## src/rtl/lc3_mem_ctrl.sv

```systemverilog
// LC-3 memory/MMIO responder: SRAM cycles with programmable wait states plus
// the keyboard/display device registers, answered with a one-cycle ready pulse.
module lc3_mem_ctrl #(
    parameter int unsigned WAIT_STATES = 2,
    parameter logic [7:0]  DEV_BASE    = 8'hFE
) (
    input  logic        clk,
    input  logic        rst,
    input  logic        mio_en,
    input  logic        r_w,
    input  logic [15:0] mar,
    input  logic [15:0] mdr_in,
    output logic        ready,
    output logic [15:0] mem_data,
    output logic        sram_en,
    output logic        sram_we,
    output logic [15:0] sram_addr,
    output logic [15:0] sram_wdata,
    input  logic [15:0] sram_rdata,
    input  logic        kbd_valid,
    input  logic [7:0]  kbd_data,
    output logic        dsp_valid,
    output logic [7:0]  dsp_data,
    input  logic        dsp_ack,
    output logic        kbd_irq
);

    localparam logic [2:0] IDLE   = 3'd0;
    localparam logic [2:0] SRAM   = 3'd1;
    localparam logic [2:0] DEV    = 3'd2;
    localparam logic [2:0] DSTALL = 3'd3;
    localparam logic [2:0] RDY    = 3'd4;

    localparam logic [7:0] OFS_KBSR = 8'h00;
    localparam logic [7:0] OFS_KBDR = 8'h02;
    localparam logic [7:0] OFS_DSR  = 8'h04;
    localparam logic [7:0] OFS_DDR  = 8'h06;

    localparam logic [3:0] WAIT_LAST = 4'(WAIT_STATES);

    logic [2:0]  state_q, state_d;
    logic [3:0]  cnt_q, cnt_d;
    logic [15:0] addr_q, wdata_q;
    logic        wr_q;
    logic [15:0] mem_data_q;
    logic        kbsr_rdy_q, kbsr_ie_q;
    logic [7:0]  kbdr_q, ddr_q;
    logic        dsp_valid_q;

    logic        is_kbsr, is_kbdr, is_dsr, is_ddr;
    logic        sram_last, ddr_load, dev_rd;

    assign is_kbsr   = (addr_q[7:0] == OFS_KBSR);
    assign is_kbdr   = (addr_q[7:0] == OFS_KBDR);
    assign is_dsr    = (addr_q[7:0] == OFS_DSR);
    assign is_ddr    = (addr_q[7:0] == OFS_DDR);
    assign sram_last = (state_q == SRAM) && (cnt_q == WAIT_LAST);
    assign dev_rd    = (state_q == DEV) && !wr_q;

    // A DDR write lands directly when the display is free, otherwise once the
    // pending character is acknowledged (or was acknowledged while entering DSTALL).
    assign ddr_load = ((state_q == DEV) && wr_q && is_ddr && !dsp_valid_q) ||
                      ((state_q == DSTALL) && (!dsp_valid_q || dsp_ack));

    always_comb begin
        state_d = state_q;
        cnt_d   = cnt_q;
        case (state_q)
            IDLE: begin
                cnt_d = '0;
                if (mio_en) state_d = (mar[15:8] == DEV_BASE) ? DEV : SRAM;
            end
            SRAM: begin
                if (sram_last) state_d = RDY;
                else           cnt_d   = cnt_q + 4'd1;
            end
            DEV: begin
                if (wr_q && is_ddr && dsp_valid_q) state_d = DSTALL;
                else                               state_d = RDY;
            end
            DSTALL: if (ddr_load) state_d = RDY;
            RDY:     state_d = IDLE;
            default: state_d = IDLE;
        endcase
    end

    always_ff @(posedge clk) begin
        if (!rst) begin
            state_q     <= IDLE;
            cnt_q       <= '0;
            addr_q      <= '0;
            wdata_q     <= '0;
            wr_q        <= 1'b0;
            mem_data_q  <= '0;
            kbsr_rdy_q  <= 1'b0;
            kbsr_ie_q   <= 1'b0;
            kbdr_q      <= '0;
            ddr_q       <= '0;
            dsp_valid_q <= 1'b0;
        end else begin
            state_q <= state_d;
            cnt_q   <= cnt_d;
            if (state_q == IDLE && mio_en) begin
                addr_q  <= mar;
                wdata_q <= mdr_in;
                wr_q    <= r_w;
            end

            if (sram_last && !wr_q) mem_data_q <= sram_rdata;

            if (dev_rd) begin
                if (addr_q[15:8] != DEV_BASE) mem_data_q <= '0;
                else if (is_kbsr)             mem_data_q <= {kbsr_rdy_q, kbsr_ie_q, 14'd0};
                else if (is_kbdr)             mem_data_q <= {8'h00, kbdr_q};
                else if (is_dsr)              mem_data_q <= {~dsp_valid_q, 15'd0};
                else if (is_ddr)              mem_data_q <= {8'h00, ddr_q};
                else                          mem_data_q <= '0;
            end

            if (state_q == DEV && wr_q && is_kbsr) kbsr_ie_q <= wdata_q[14];

            // A new keystroke wins over the read-clear of the ready flag.
            if (kbd_valid) begin
                kbdr_q     <= kbd_data;
                kbsr_rdy_q <= 1'b1;
            end else if (dev_rd && is_kbdr) begin
                kbsr_rdy_q <= 1'b0;
            end

            if (dsp_ack && dsp_valid_q) dsp_valid_q <= 1'b0;
            if (ddr_load) begin
                ddr_q       <= wdata_q[7:0];
                dsp_valid_q <= 1'b1;
            end
        end
    end

    assign ready      = (state_q == RDY);
    assign mem_data   = mem_data_q;
    assign sram_en    = (state_q == SRAM);
    assign sram_we    = sram_en && wr_q;
    assign sram_addr  = sram_en ? addr_q  : '0;
    assign sram_wdata = sram_en ? wdata_q : '0;
    assign dsp_valid  = dsp_valid_q;
    assign dsp_data   = ddr_q;
    assign kbd_irq    = kbsr_rdy_q && kbsr_ie_q;

endmodule

```

## config.mk

```make
export PLATFORM = sky130hd
export DESIGN_NAME = lc3_mem_ctrl
export DESIGN_NICKNAME = d
export VERILOG_FILES = /design/src/rtl/lc3_mem_ctrl.sv
export SDC_FILE = /design/constraint.sdc
export NUM_CORES = 1
export LEC_CHECK = 0
export CAP_MARGIN = 30
export CORE_ASPECT_RATIO = 1.1
export CORE_UTILIZATION = 30
export DETAILED_ROUTE_END_ITERATION = 8
export HOLD_SLACK_MARGIN = 0.15
export SKIP_LAST_GASP = 1
export SYNTH_ARGS = -nofsm -noshare
export SYNTH_HDL_FRONTEND = slang
export SYNTH_SLANG_ARGS = --single-unit
```

## constraint.sdc

```tcl
create_clock -name clk -period 4.4 [get_ports clk]
set_input_delay 0.88 -clock clk [delete_from_list [all_inputs] [get_ports clk]]
set_output_delay 0.88 -clock clk [all_outputs]
set_load 0.02 [all_outputs]
```

# Yosys cells after proc, flatten, opt, wreduce, memory -nomap -nowiden
# Index checks and enable logic that the tools add are counted.
word_totals:
  register_bits: 75
  inputBits: 62
  output_inout_bits: 61
op_classes:
  n_addsub: 1
  n_eq_ne: 14
  muxes: 21
  n_bitwise: 1
  reduce_logical: 27
op_table:
  columns: ["operator", "count"]
  rows:
  - ["16-bit 2-to-1 mux", 8]
  - ["8-bit by 3-bit equality test with 1-bit output, second input constant", 2]
  - ["1-bit logical AND", 15]
  - ["3-bit 2-to-1 mux", 4]
  - ["3-bit one-hot mux with 4 select lines", 1]
  - ["8-bit by 2-bit equality test with 1-bit output, second input constant", 1]
  - ["8-bit equality test, second input constant", 1]
  - ["8-bit logical NOT", 1]
  - ["8-bit 2-to-1 mux", 1]
  - ["8-bit inequality test, second input constant", 1]
  - ["4-bit one-hot mux with 2 select lines", 1]
  - ["2-bit nonzero test", 4]
  - ["3-bit by 2-bit equality test with 1-bit output, second input constant", 2]
  - ["2-bit inequality test, second input constant", 3]
  - ["4-bit by 1-bit adder with 4-bit output, second input constant", 1]
  - ["4-bit by 2-bit equality test with 1-bit output, second input constant", 1]
  - ["1-bit 2-to-1 mux", 4]
  - ["4-bit 2-to-1 mux", 1]
  - ["3-bit by 1-bit equality test with 1-bit output, second input constant", 1]
  - ["3-bit equality test, second input constant", 1]
  - ["3-bit logical NOT", 1]
  - ["3-bit AND reduction", 1]
  - ["1-bit logical NOT", 2]
  - ["1-bit logical OR", 2]
  - ["other kinds (4)", 4]

# Longest topological paths before layout
logic_depth:
  ltp_word: 7
  depth_mapped: 9

# Least setup slack after synthesis
# No wires, ideal clock.
synth_timing:
  path_type: "flip-flop to output port"
  from: "reg state_q[0]"
  to: "out sram_wdata[10]"
  arrival_time_ns: 1.589
  required_ns: 3.520
  slack_ns: 1.931
  path_stages_with_launch: 5
  cell_sequence: "dfxtp_1 or3b_1 inv_1 clkbuf_1 and2_1"
synth_via:
  elab_chain_cells: 2
synth_lines:
  columns: ["element", "line", "rtl"]
  rows:
  - ["start, declared", "41", "logic [2:0] state_q, state_d;"]
  - ["start signal, assigned", "101", "state_q <= state_d;"]
  - ["3-bit by 1-bit equality test with 1-bit output", "140", "assign sram_en = (state_q == SRAM);"]
  - ["net sram_en", "15", "output logic sram_en,"]
  - ["16-bit 2-to-1 mux", "143", "assign sram_wdata = sram_en ? wdata_q : '0;"]
  - ["end, declared", "18", "output logic [15:0] sram_wdata,"]
# The timed path passes the listed nets, and every way through them passes these cells.

# Worst setup path after layout
layout_timing:
  from: "reg state_q[0]"
  to: "out sram_addr[14]"
layout_via:
  elab_chain_cells: 2
layout_lines:
  columns: ["element", "line", "rtl"]
  rows:
  - ["3-bit by 1-bit equality test with 1-bit output", "140", null]
  - ["16-bit 2-to-1 mux", "142", "assign sram_addr = sram_en ? addr_q : '0;"]
  - ["end, declared", "17", "output logic [15:0] sram_addr,"]
# Every way passes these cells.

==> impl_results.md <==
* Post-Syn Area at 3540 um2
* Syn_area_per_cell at 8.32 um2
* Synthesis-stage register bit count at 75
* Max-slew headroom at 35.0%
* Pwr per Cell Area at 381 nW/um2
* Commonest non-fill, non-tap cell in the layout: clkdlybuf4s50_1
* Yosys top cell by area: dfxtp_1
* Placed wire-length estimate at 6650 um
* Total gr overflow at 0
* Longest Clk Path Bufs at 2
* Die Ht at 116 um
* Top post-synthesis cells by area: dfxtp_1 42%, nand2_1 10%, mux2i_1 7.3%, a21boi_0 6.8%, and2_1 6.0%
* GRT Total Usage at 15.3%
* Crit-path cells: or3b_1 -> inv_1 -> and2_2 -> clkdlybuf4s50_1
* CTS Hold Bufs at 0
* FFs w/ async S/R, synth at 0%
* Pwr Total at 1960 uW
* Hold Vio Cnt, Final at 0
* Number of buffers created by CTS at 9
* VDD IR max at 0.188 mV
* Worst-path clk slew at 0.06 ns
* Finish-stage setup viols at 0
* Max Freq at 0.257 GHz
* Vias in the first global route at 3055
* Synth Net Count at 490
* Worst EP arrival at 3.01 ns
* Worst-path fanout max at 35
* Worst Path Required at 3.52 ns
* Final slew viol count at 0
* Vias at 3191
* Crit-path slowest cell: inv_1
* Primary FF master, synth: dfxtp_1
* Area Growth Syn to Fin at 45.5%
* Sink Count at 75
* Multiplexer area fraction after synthesis at 7.66%
* Nets@finish at 594
* Die W at 106 um
* Initial antenna violation count at 0
* First-pass GRT wire length at 14900 um
* Largest family of logic cells by synthesized area: simple AND/OR/NAND/NOR gates
* Clock latency on the worst-skew pair at 0.33 ns
* CP Capture Type: output port
* Port buffer count at 122
* Clk root buf: clkbuf_16
* # IOs at 123
* TritonCTS clock tree: built
* Period utilization at 88.3%
* First-pass DRT Iterations at 4
* Slowest cell delay on critical path at 0.70 ns
* Post-synthesis adder-cell area fraction at 0.706%
* Layout cells sized above 1 at 6.73%
* Critical setup path kind: reg -> out
* Initial Util at 30.8%
* Post-Synth XOR/XNOR Area at 0%
* Via-per-instance ratio at 4.66
* Most frequent cells in the layout: 121 x clkdlybuf4s50_1, 96 x nand2_1, 75 x dfxtp_1
* Final min period at 3.89 ns
* WL/cell at 13.7 um
* RSZ-0062 raised after global routing: no
* Drt total wl at 9400 um
* Die area at 12300 um2
* Synth top area share at 42.4%
* Max-Cap Viols at 0
* Post-cts resize count at 0
* Ant. Diodes at 0
* DR DRC count at 0
* Compound-Gate Fraction of Synth Area at 16.0%
* Largest net degree at the start of global routing at 49
* Synth Area in Simple Gates at 28.7%
* Core Region at 11500 um2
* Setup TNS at 0 ns
* Layout Skew at 0.0136 ns
* Post-synth cell types at 43
* Initial DRC Count at 113
* ANT nets after route at 0
* Site Rows at 41
* Setup crit start kind: flip-flop
* Sequential cell area fraction in the yosys report at 42.4%
* Mapped Cells at 426
* Outcome: complete, no violations
* Setup Buffers After CTS at 0
* Final core utilization at 44.9%
* Synthesis Warnings at 0
* Slew @ Worst Pin at 0.975 ns
* Post-synth EDFFs at 0
* Final GP Congestion at 0.742
* CTS H-tree depth at 3
* Fillcell total at 1180
* Hold crit path type: reg -> reg
* Pleak at 0.00182 uW
==> critical path: cells and delay by family (launching register included) <==
family | cells | cell delay, ns
buffers and inverters | 2 | 1.30
and+or+nand+nor | 2 | 0.75
DFF | 1 | 0.62
==> final cells by class <==
class	instances	area (um2)	share of cell area (%)
Multi-Input combinational cell	315	1880	36.5
Sequential cell	75	1500	29.1
Timing Repair Buffer	126	1250	24.2
Clock buffer	11	243	4.71
Tap cell	150	188	3.64
Clock inverter	5	83.8	1.63
Inverter	3	11.3	0.218
==> logic make-up (layout without fill, tap and decap cells) <==
family,count (synthesis),in the layout
and+or+nand+nor,198,198
AOI/OAI and AO/OA,88,88
DFF,75,75
buffers and inverters,36,145
muxes,27,27
adders and majority gates,2,2
==> sequential cells by signal (all words and copies together) (netlist names) <==
register,flops
addr_q,16
mem_data,16
wdata_q,16
dsp_data,8
kbdr_q,8
cnt_q,4
state_q,3
dsp_valid,1
kbsr_ie_q,1
kbsr_rdy_q,1
wr_q,1
==> metrics by stage <==
step / hold slack [ns] / std cells / setup slack, ns / cell area (um2)
4_1_cts: 0.462 / 685 / 0.494 / 5160
3_5_place_dp: 0.454 / 669 / 0.857 / 4830
5_1_grt: 0.488 / 685 / 0.277 / 5160
6_report: 0.457 / 685 / 0.515 / 5160
2_1_floorplan: 0.438 / 426 / 1.93 / 3540
3_3_place_gp: 0.443 / 668 / 0.929 / 4820
==> synth_stat cells, types with 2 or more instances <==
| library cell | number |
|---|---|
| nand2_1 | 96 |
| dfxtp_1 | 75 |
| and2_1 | 34 |
| a21boi_0 | 32 |
| mux2i_1 | 26 |
| clkbuf_1 | 22 |
| o21ai_0 | 21 |
| a21oi_1 | 15 |
| nor2b_1 | 14 |
| or3_2 | 9 |
| a21boi_1 | 7 |
| nor2_1 | 7 |
| buf_2 | 6 |
| nand3_1 | 6 |
| nor3_1 | 6 |
| nand4_1 | 5 |
| a211oi_1 | 4 |
| o21ai_1 | 4 |
| inv_1 | 3 |
| nand2b_1 | 3 |
| nor4b_1 | 3 |
| buf_6 | 2 |
| ha_1 | 2 |
| nand4b_1 | 2 |
| nor3b_1 | 2 |
| o21a_1 | 2 |
| or3b_1 | 2 |
==> report_power, final <==
group / total (uW) / internal [uW] / switching [uW]
logic: 373 / 177 / 196
registers: 789 / 734 / 54.5
clock network: 803 / 514 / 288
==> layer usage <==
layer  track usage [%]  up-vias  wire length [um]
met5                 0        -                 0
li1                  -     1653                 -
met2              24.7       99              4200
met1              20.1     1431              4480
met4              5.28        0               110
met3              3.77        8               609
==> worst paths after layout <==
kind,start,end,slack [ns],cells past startpoint
setup / recovery,state_q[0],sram_addr[14],0.51,4
setup reg to reg,state_q[0],state_q[0],1.93,5
hold / removal,mem_data[13],mem_data[13],0.46,2
hold reg to reg,mem_data[13],mem_data[13],0.46,2
No activity file was read; power rests on OpenSTA's default activity.
